==> config.mk <==
export PLATFORM = sky130hd
export DESIGN_NAME = morse_capture
export DESIGN_NICKNAME = d
export VERILOG_FILES = /design/src/rtl/morse_capture_pkg.sv /design/src/rtl/morse_tick.sv /design/src/rtl/morse_capture.sv
export SDC_FILE = /design/constraint.sdc
export NUM_CORES = 1
export LEC_CHECK = 0
export BUFFER_PORTS_ARGS = -buffer_cell sky130_fd_sc_hd__buf_2
export CELL_PAD_IN_SITES_DETAIL_PLACEMENT = 0
export CELL_PAD_IN_SITES_GLOBAL_PLACEMENT = 1
export CORE_MARGIN = 2
export CORE_UTILIZATION = 43
export DETAILED_ROUTE_END_ITERATION = 7
export PLACE_DENSITY = 0.78
export SLEW_MARGIN = 20
export SYNTH_ARGS = -nofsm -noshare
export SYNTH_HDL_FRONTEND = slang
export SYNTH_SLANG_ARGS = --single-unit
==> constraint.sdc <==
create_clock -name clk -period 2.9 [get_ports clk]
set_clock_uncertainty 0.15 [all_clocks]
set_input_delay 0.435 -clock clk [delete_from_list [all_inputs] [get_ports clk]]
set_output_delay 0.435 -clock clk [all_outputs]
set_load 0.02 [all_outputs]
==> src/rtl/morse_capture_pkg.sv <==
// rtl/morse_capture_pkg.sv - shared Morse word constants and capture state encoding
package morse_capture_pkg;

  localparam int MORSE_W = 10;

  localparam logic [1:0] DOT_CODE  = 2'b10;
  localparam logic [2:0] DASH_CODE = 3'b110;
  localparam logic [3:0] DOT_LEN   = 4'd2;
  localparam logic [3:0] DASH_LEN  = 4'd3;

  // Symbol codes left-aligned in a word, ready to be shifted down to the write position.
  localparam logic [MORSE_W-1:0] DOT_MSB  = {DOT_CODE, {(MORSE_W - 2){1'b0}}};
  localparam logic [MORSE_W-1:0] DASH_MSB = {DASH_CODE, {(MORSE_W - 3){1'b0}}};

  typedef enum logic [1:0] {
    S_IDLE  = 2'd0,
    S_MARK  = 2'd1,
    S_SPACE = 2'd2,
    S_DONE  = 2'd3
  } state_t;

endpackage

==> src/rtl/morse_tick.sv <==
// rtl/morse_tick.sv - programmable period counter, one tick every contador+1 cycles
module morse_tick #(
  parameter int CNT_W = 25
) (
  input  logic             clk,
  input  logic             reset,
  input  logic [CNT_W-1:0] contador,
  output logic             tick
);

  logic [CNT_W-1:0] s;

  // Live compare: a new period is honoured once s wraps below it.
  assign tick = (s == contador);

  always_ff @(posedge clk) begin
    if (reset) begin
      s <= '0;
    end else if (tick) begin
      s <= '0;
    end else begin
      s <= s + CNT_W'(1);
    end
  end

endmodule

==> src/rtl/morse_capture.sv <==
// rtl/morse_capture.sv - samples the key on ticks, classifies dot/dash runs and
// assembles the MSB-first morse word offered through a valid/ack handshake
module morse_capture
  import morse_capture_pkg::*;
#(
  parameter int CNT_W      = 25,
  parameter int DASH_TICKS = 2,
  parameter int END_TICKS  = 3
) (
  input  logic               clk,
  input  logic               reset,
  input  logic               key,
  input  logic [CNT_W-1:0]   contador,
  input  logic               ack,
  output logic [MORSE_W-1:0] morse,
  output logic               valid,
  output logic               overflow,
  output logic               busy
);

  localparam int RUN_W = $clog2(DASH_TICKS + 1);
  localparam int GAP_W = $clog2(END_TICKS + 1);
  localparam logic [RUN_W-1:0] RUN_SAT = RUN_W'(DASH_TICKS);
  localparam logic [GAP_W-1:0] GAP_END = GAP_W'(END_TICKS);

  state_t             state, state_n;
  logic [RUN_W-1:0]   run, run_n;
  logic [GAP_W-1:0]   gap, gap_n;
  logic [3:0]         bitcnt, bitcnt_n;
  logic [MORSE_W-1:0] buffer, buffer_n, morse_n;
  logic               valid_n, overflow_n;
  logic               tick;
  logic               is_dash, fits;
  logic [3:0]         sym_len;
  logic [MORSE_W-1:0] sym_bits;

  morse_tick #(.CNT_W(CNT_W)) u_tick (
    .clk      (clk),
    .reset    (reset),
    .contador (contador),
    .tick     (tick)
  );

  // Bits below bitcnt are always zero, so OR-ing the shifted code is a write.
  assign is_dash  = (run >= RUN_SAT);
  assign sym_len  = is_dash ? DASH_LEN : DOT_LEN;
  assign sym_bits = (is_dash ? DASH_MSB : DOT_MSB) >> bitcnt;
  assign fits     = ({1'b0, bitcnt} + {1'b0, sym_len}) <= 5'(MORSE_W);
  assign busy     = (state == S_MARK) || (state == S_SPACE);

  always_comb begin
    state_n    = state;
    run_n      = run;
    gap_n      = gap;
    bitcnt_n   = bitcnt;
    buffer_n   = buffer;
    morse_n    = morse;
    valid_n    = valid;
    overflow_n = overflow;
    case (state)
      S_IDLE: begin
        if (tick && key) begin
          state_n    = S_MARK;
          run_n      = RUN_W'(1);
          buffer_n   = '0;
          bitcnt_n   = '0;
          overflow_n = 1'b0;
        end
      end
      S_MARK: begin
        if (tick) begin
          if (key) begin
            if (run < RUN_SAT) run_n = run + RUN_W'(1);
          end else begin
            if (fits) begin
              buffer_n = buffer | sym_bits;
              bitcnt_n = bitcnt + sym_len;
            end else begin
              overflow_n = 1'b1;
            end
            gap_n   = GAP_W'(1);
            state_n = S_SPACE;
          end
        end
      end
      S_SPACE: begin
        if (tick) begin
          if (key) begin
            state_n = S_MARK;
            run_n   = RUN_W'(1);
          end else begin
            gap_n = gap + GAP_W'(1);
            if (gap_n == GAP_END) begin
              morse_n = buffer;
              valid_n = 1'b1;
              state_n = S_DONE;
            end
          end
        end
      end
      S_DONE: begin
        // ack takes priority over any tick; the key is not looked at here.
        if (ack) begin
          valid_n = 1'b0;
          state_n = S_IDLE;
        end
      end
      default: state_n = S_IDLE;
    endcase
  end

  always_ff @(posedge clk) begin
    if (reset) begin
      state    <= S_IDLE;
      run      <= '0;
      gap      <= '0;
      bitcnt   <= '0;
      buffer   <= '0;
      morse    <= '0;
      valid    <= 1'b0;
      overflow <= 1'b0;
    end else begin
      state    <= state_n;
      run      <= run_n;
      gap      <= gap_n;
      bitcnt   <= bitcnt_n;
      buffer   <= buffer_n;
      morse    <= morse_n;
      valid    <= valid_n;
      overflow <= overflow_n;
    end
  end

endmodule

# After elaboration in Yosys (flattened, before gate mapping)
# Cells that the tools add are included.
# totals
reg_bits	57
out_inout_bits	13
elab_cells	94
inputBits	29
# classes
reduce_logical	15
shifts	1
eq_ne	18
mux	41
n_bitwise	2
n_addsub	5
order_cmp	3
# ops
cell	count
2-to-1 mux 10 bit	4
2-to-1 mux 2 bit	16
adder 25 x 1 -> 25 bit (second input constant)	1
== test 25 bit	1
inequality test 2 bit (second input constant)	10
one-hot mux 10 bit (2 select lines)	1
AND reduction 5 bit	4
2-to-1 mux 4 bit	4
OR 10 bit	1
>> shifter 10 x 4 -> 10 bit	1
2-to-1 mux 1 bit	9
2-to-1 mux 9 bit	1
one-hot mux 2 bit (4 select lines)	1
one-hot mux 4 bit (2 select lines)	1
AND reduction 7 bit	1
== test 2 bit (second input constant)	3
one-hot mux 2 bit (3 select lines)	1
AND reduction 6 bit	1
nonzero test 2 bit	3
adder 4 x 2 -> 5 bit	1
less-or-equal comparator 5 x 4 -> 1 bit (second input constant)	1
adder 2 x 1 -> 2 bit (second input constant)	2
adder 4 x 2 -> 4 bit	1
inequality test 2 x 1 -> 1 bit (second input constant)	2
other kinds (13)	14

# Depth between registers and ports, before layout
# depth
word_depth	8
depth_mapped	10
ltp_nobuf	10

# Hierarchy
# From an unflattened synthesis, not the netlist that was laid out.
# hier_totals
hier_cells	345
hier_area_um2	2984.1
# modules_own_cells
module	cells_each	instances	area_per_inst_um2
morse_capture	190	1	1600.3
morse_tick	155	1	1383.8

# Least setup slack after synthesis
# Ideal clock, no wire load.
# synth_path
path_type	register to register
from	register bitcnt[1]
to	register bitcnt[3]
path_buffers	1
setup_time_ns	0.069
arrival_time_ns	2.317
stages_incl_launch_ff	11
path_slack_ns	0.365
period_less_slack_ns	2.535
cell_sequence	dfxtp_1 clkbuf_1 inv_1 ha_1 nor2b_1 o22ai_1 o21ai_0 a2111oi_4 and3_1 a21oi_1 o21ai_1
# synth_via
elab_chain_cells	5
elab_cells_between_ends	9
# synth_rtl
element	line	rtl
start, declared	morse_capture.sv:29	logic [3:0] bitcnt, bitcnt_n;
start signal, assigned	morse_capture.sv:126	bitcnt <= bitcnt_n;
branches (longest 5 deep; another with adder 4 x 2 -> 5 bit)	n/a	
# Several ways; the timed one is not identified. The select of a mux whose other input is x is not followed.
# A chain may end at the register's enable or synchronous reset.

# Worst setup path after layout
# layout_path
from	register bitcnt[0]
to	register buffer[4]
# layout_via
elab_chain_cells	6
elab_cells_between_ends	10
# layout_rtl
element	line	rtl
branches (longest 6 deep; another with adder 4 x 2 -> 5 bit)	n/a	
end signal, assigned	morse_capture.sv:127	buffer <= buffer_n;
end, declared	morse_capture.sv:30	logic [MORSE_W-1:0] buffer, buffer_n, morse_n;
# Several ways; the timed one is not identified. The select of a mux whose other input is x is not followed.

==> flow_summary_export.csv <==
group,metric,value,unit
timing,fmax,376,MHz
timing,finalCritPeriodShare,91.8,%
setup_path,critPathCaptureType,"flop",
route,wirelength,5920,um
final_layout,final_util,53.0,%
clocking,numCtsBuffers,9,
setup_path,path_buf_inv,2,
yosys,synthCells,336,
route,vias,2386,
final_layout,n_antenna_cell,0,
final_layout,fillCellCount,646,
setup_path,worstPathMaxFanout,10,
flow_run,maxCapViolations,0,
route,remaining_drc_errors,0,
clocking,cts.clk_slew.worst_paths,0.07,ns
yosys,yosysTopAreaCell,"dfxtp_1",
placed_design,hpwl,4410,um
placed_design,io_buffers,41,
timing,tightest_slew,0.828,ns
setup_path,crit_required,3.03,ns
timing,hold_viol,0,
yosys,netlist_top_cells_count,"57 x dfxtp_1, 52 x nor2_1, 38 x xor2_1",
grt,grt_max_degree,26,
pwr,power_leakage,1.41,nW
route,post_drt_via_cell_ratio,5.12,
pwr,vdd_drop_max,219,uV
worst_hold_path,hold_path.class,"input port to flop",
route,drt_iter0_drc,71,
pwr,seqPwrFrac,49.7,%
yosys,netlist-cell-type-count,45,
clocking,clock-root-buffer,"clkbuf_8",
die,core_area,6420,um2
placed_design,gp_congestion,0.859,
outcome,status,"completed",
grt,grt_pass1_wl,10200,um
final_layout,area_growth,17.7,%
clocking,cts_tree,"yes",
clocking,hold_buffers,0,
timing,drv_slew,0,
yosys,synth_edf_count,0,
route,drtAntennaViolNets,0,
placed_design,dpl_cell_area,3210,um2
final_layout,design_area,3410,um2
clocking,cts_setup_buffers,0,
die,start_util,45.1,%
clocking,clockBufferDepth,2,
timing,period_minus_slack,2.66,ns
timing,setup_viol,0,
grt,grt_antenna_before_repair,0,
setup_path,crit_type,"flop to flop",
pwr,power_density,467,nW/um2
pwr,pwr-share-clk,45.9,%
setup_path,crit_slowest_cell,"dfxtp_1",
die,pin_count,42,
yosys,syn_area,2890,um2
grt,first_global_vias,2261,
pwr,internal-power,0.00121,W
yosys,synth_ff_type,"dfxtp_1",
clocking,clock_latency,0.33,ns
pwr,comb_power_share,4.4,%
pwr,switching_share,23.7,%
setup_path,critPathArrivalTime,2.79,ns
yosys,syn-mean-instance-area,8.61,um2
grt,gr-usage-all-layers,17.4,%
timing,rsz0062_at_grt,"no",
clocking,post_cts_resized,0,
yosys,synthArstFlopShare,0,%
yosys,synth_top_area_share,39.4,%
die,die_area,7400,um2
setup_path,crit_top_cell,"ha_1",
yosys,yosysMostFrequentCell,"dfxtp_1",
pwr,power.switching,0.000376,W
yosys,netlist_top_cells_area,"dfxtp_1 39%, xor2_1 12%, nor2_1 6.7%",
grt,grt.overflow.total,0,
route,wire_per_inst,12.7,um
route,first_pass_iters,4,
timing,fin_setup_tns,0,ns
die,num_rows,29,
final_layout,nNetsFinal,423,
setup_path,critPathLaunchType,"flop",
clocking,cts.sinks,57,
die,fp.dieW,86.0,um
yosys,yosys_warnings,0,
die,die_y,86.0,um
yosys,ys_seq_area_share,39.4,%
setup_path,slowest_delay,0.44,ns
setup_path,path_cells,"ha_1 > inv_1 > ha_1 > nor2b_1 > o22ai_1 > o21ai_1 > a2111oi_4 > buf_4 > nand3_1 > nor3_1 > o21a_1",
yosys,synth_nets,375,
yosys,synth-seq-cells,57,
final_layout,drive_gt1_share,18.0,%
setup_path,cp_top_family,"compound AO/OA/AOI/OAI gates",
clocking,htree_levels,3,
timing,relSlewSlack,44.8,%
[worst min-delay path, stage by stage]
cell	delay, ns
buf_2	0.09
o211a_1	0.14
nor3_1	0.04
[routing by layer]
| layer | vias to the layer above | global-route usage, % | wire [um] |
|---|---|---|---|
| met5 | - | 0 | 0 |
| met4 | 0 | 6.06 | 72 |
| met3 | 7 | 4.91 | 256 |
| met2 | 47 | 27.9 | 2710 |
| met1 | 1086 | 22.3 | 2870 |
| li1 | 1246 | - | - |
[path summary, 6_finish.rpt]
| kind | from | endpoint | slack, ns | cells past startpoint |
|---|---|---|---|---|
| max reg2reg | bitcnt[0]$_SDFFE_PP0P_ | buffer[4]$_SDFFE_PP0P_ | 0.24 | 11 |
| min | ack | valid$_SDFFE_PP0P_ | 0.27 | 3 |
| max | bitcnt[0]$_SDFFE_PP0P_ | buffer[4]$_SDFFE_PP0P_ | 0.24 | 11 |
| min reg2reg | buffer[3]$_SDFFE_PP0P_ | buffer[3]$_SDFFE_PP0P_ | 0.32 | 1 |
[final cells by class]
type | instances | area [um2] | share of cell area (%)
Clock buffer | 9 | 124 | 3.64
Inverter | 19 | 71.3 | 2.09
Multi-Input combinational cell | 250 | 1640 | 48.1
Clock inverter | 7 | 71.3 | 2.09
Tap cell | 77 | 96.3 | 2.83
Timing Repair Buffer | 47 | 263 | 7.71
Sequential cell | 57 | 1140 | 33.5
[per-stage QoR]
stage / std cells / setup slack, ns / hold WS (ns) / total power, W
after global placement: 450 / 0.174 / 0.299 / 0.000879
final: 466 / 0.237 / 0.268 / 0.00159
after CTS: 466 / 0.189 / 0.263 / 0.00161
after floorplan: 336 / 0.365 / 0.290 / 0.000846
after global routing: 466 / 0.0400 / 0.265 / 0.00165
after detailed placement: 450 / 0.203 / 0.305 / 0.000879
[flip-flops by register name, summed over array words and instances, names as in the netlist]
| signal | cells |
|---|---|
| u_tick.s | 25 |
| buffer | 10 |
| morse | 10 |
| bitcnt | 4 |
| gap | 2 |
| run | 2 |
| state | 2 |
| overflow | 1 |
| valid | 1 |
[cells by family after synthesis]
group	after synthesis	synth area share, %
AND/OR/NAND/NOR	127	21.6
flip-flops	57	39.4
AO/OA/AOI/OAI	55	12.6
XOR/XNOR	45	13.6
buffers and inverters	29	3.93
multiplexers	13	4.50
adder cells (fa/ha/maj)	10	4.32
[placed cells by master (no fill, tap or decap), drive strengths merged, types with 5 or more instances in the layout]
master	count
dfxtp	57
nor4	5
buf	47
a21oi	17
clkinv	6
and3	6
mux2i	13
o21ai	13
nor2b	5
o21a	7
ha	10
inv	19
nor3	11
nor2	53
nand3	12
xor2	38
clkbuf	9
xnor2	7
nand4	5
nand2	20
[power groups by stage]
stage | Combinational, W | Sequential (W) | Clock (W)
floorplan | 0.0000401 | 0.000806 | 0
global route | 0.0000786 | 0.000790 | 0.000780
detailed placement | 0.0000709 | 0.000808 | 0
global placement | 0.0000709 | 0.000808 | 0
finish | 0.0000696 | 0.000790 | 0.000729
CTS | 0.0000712 | 0.000790 | 0.000752
Note: power is estimated with default switching activity, not from simulation.
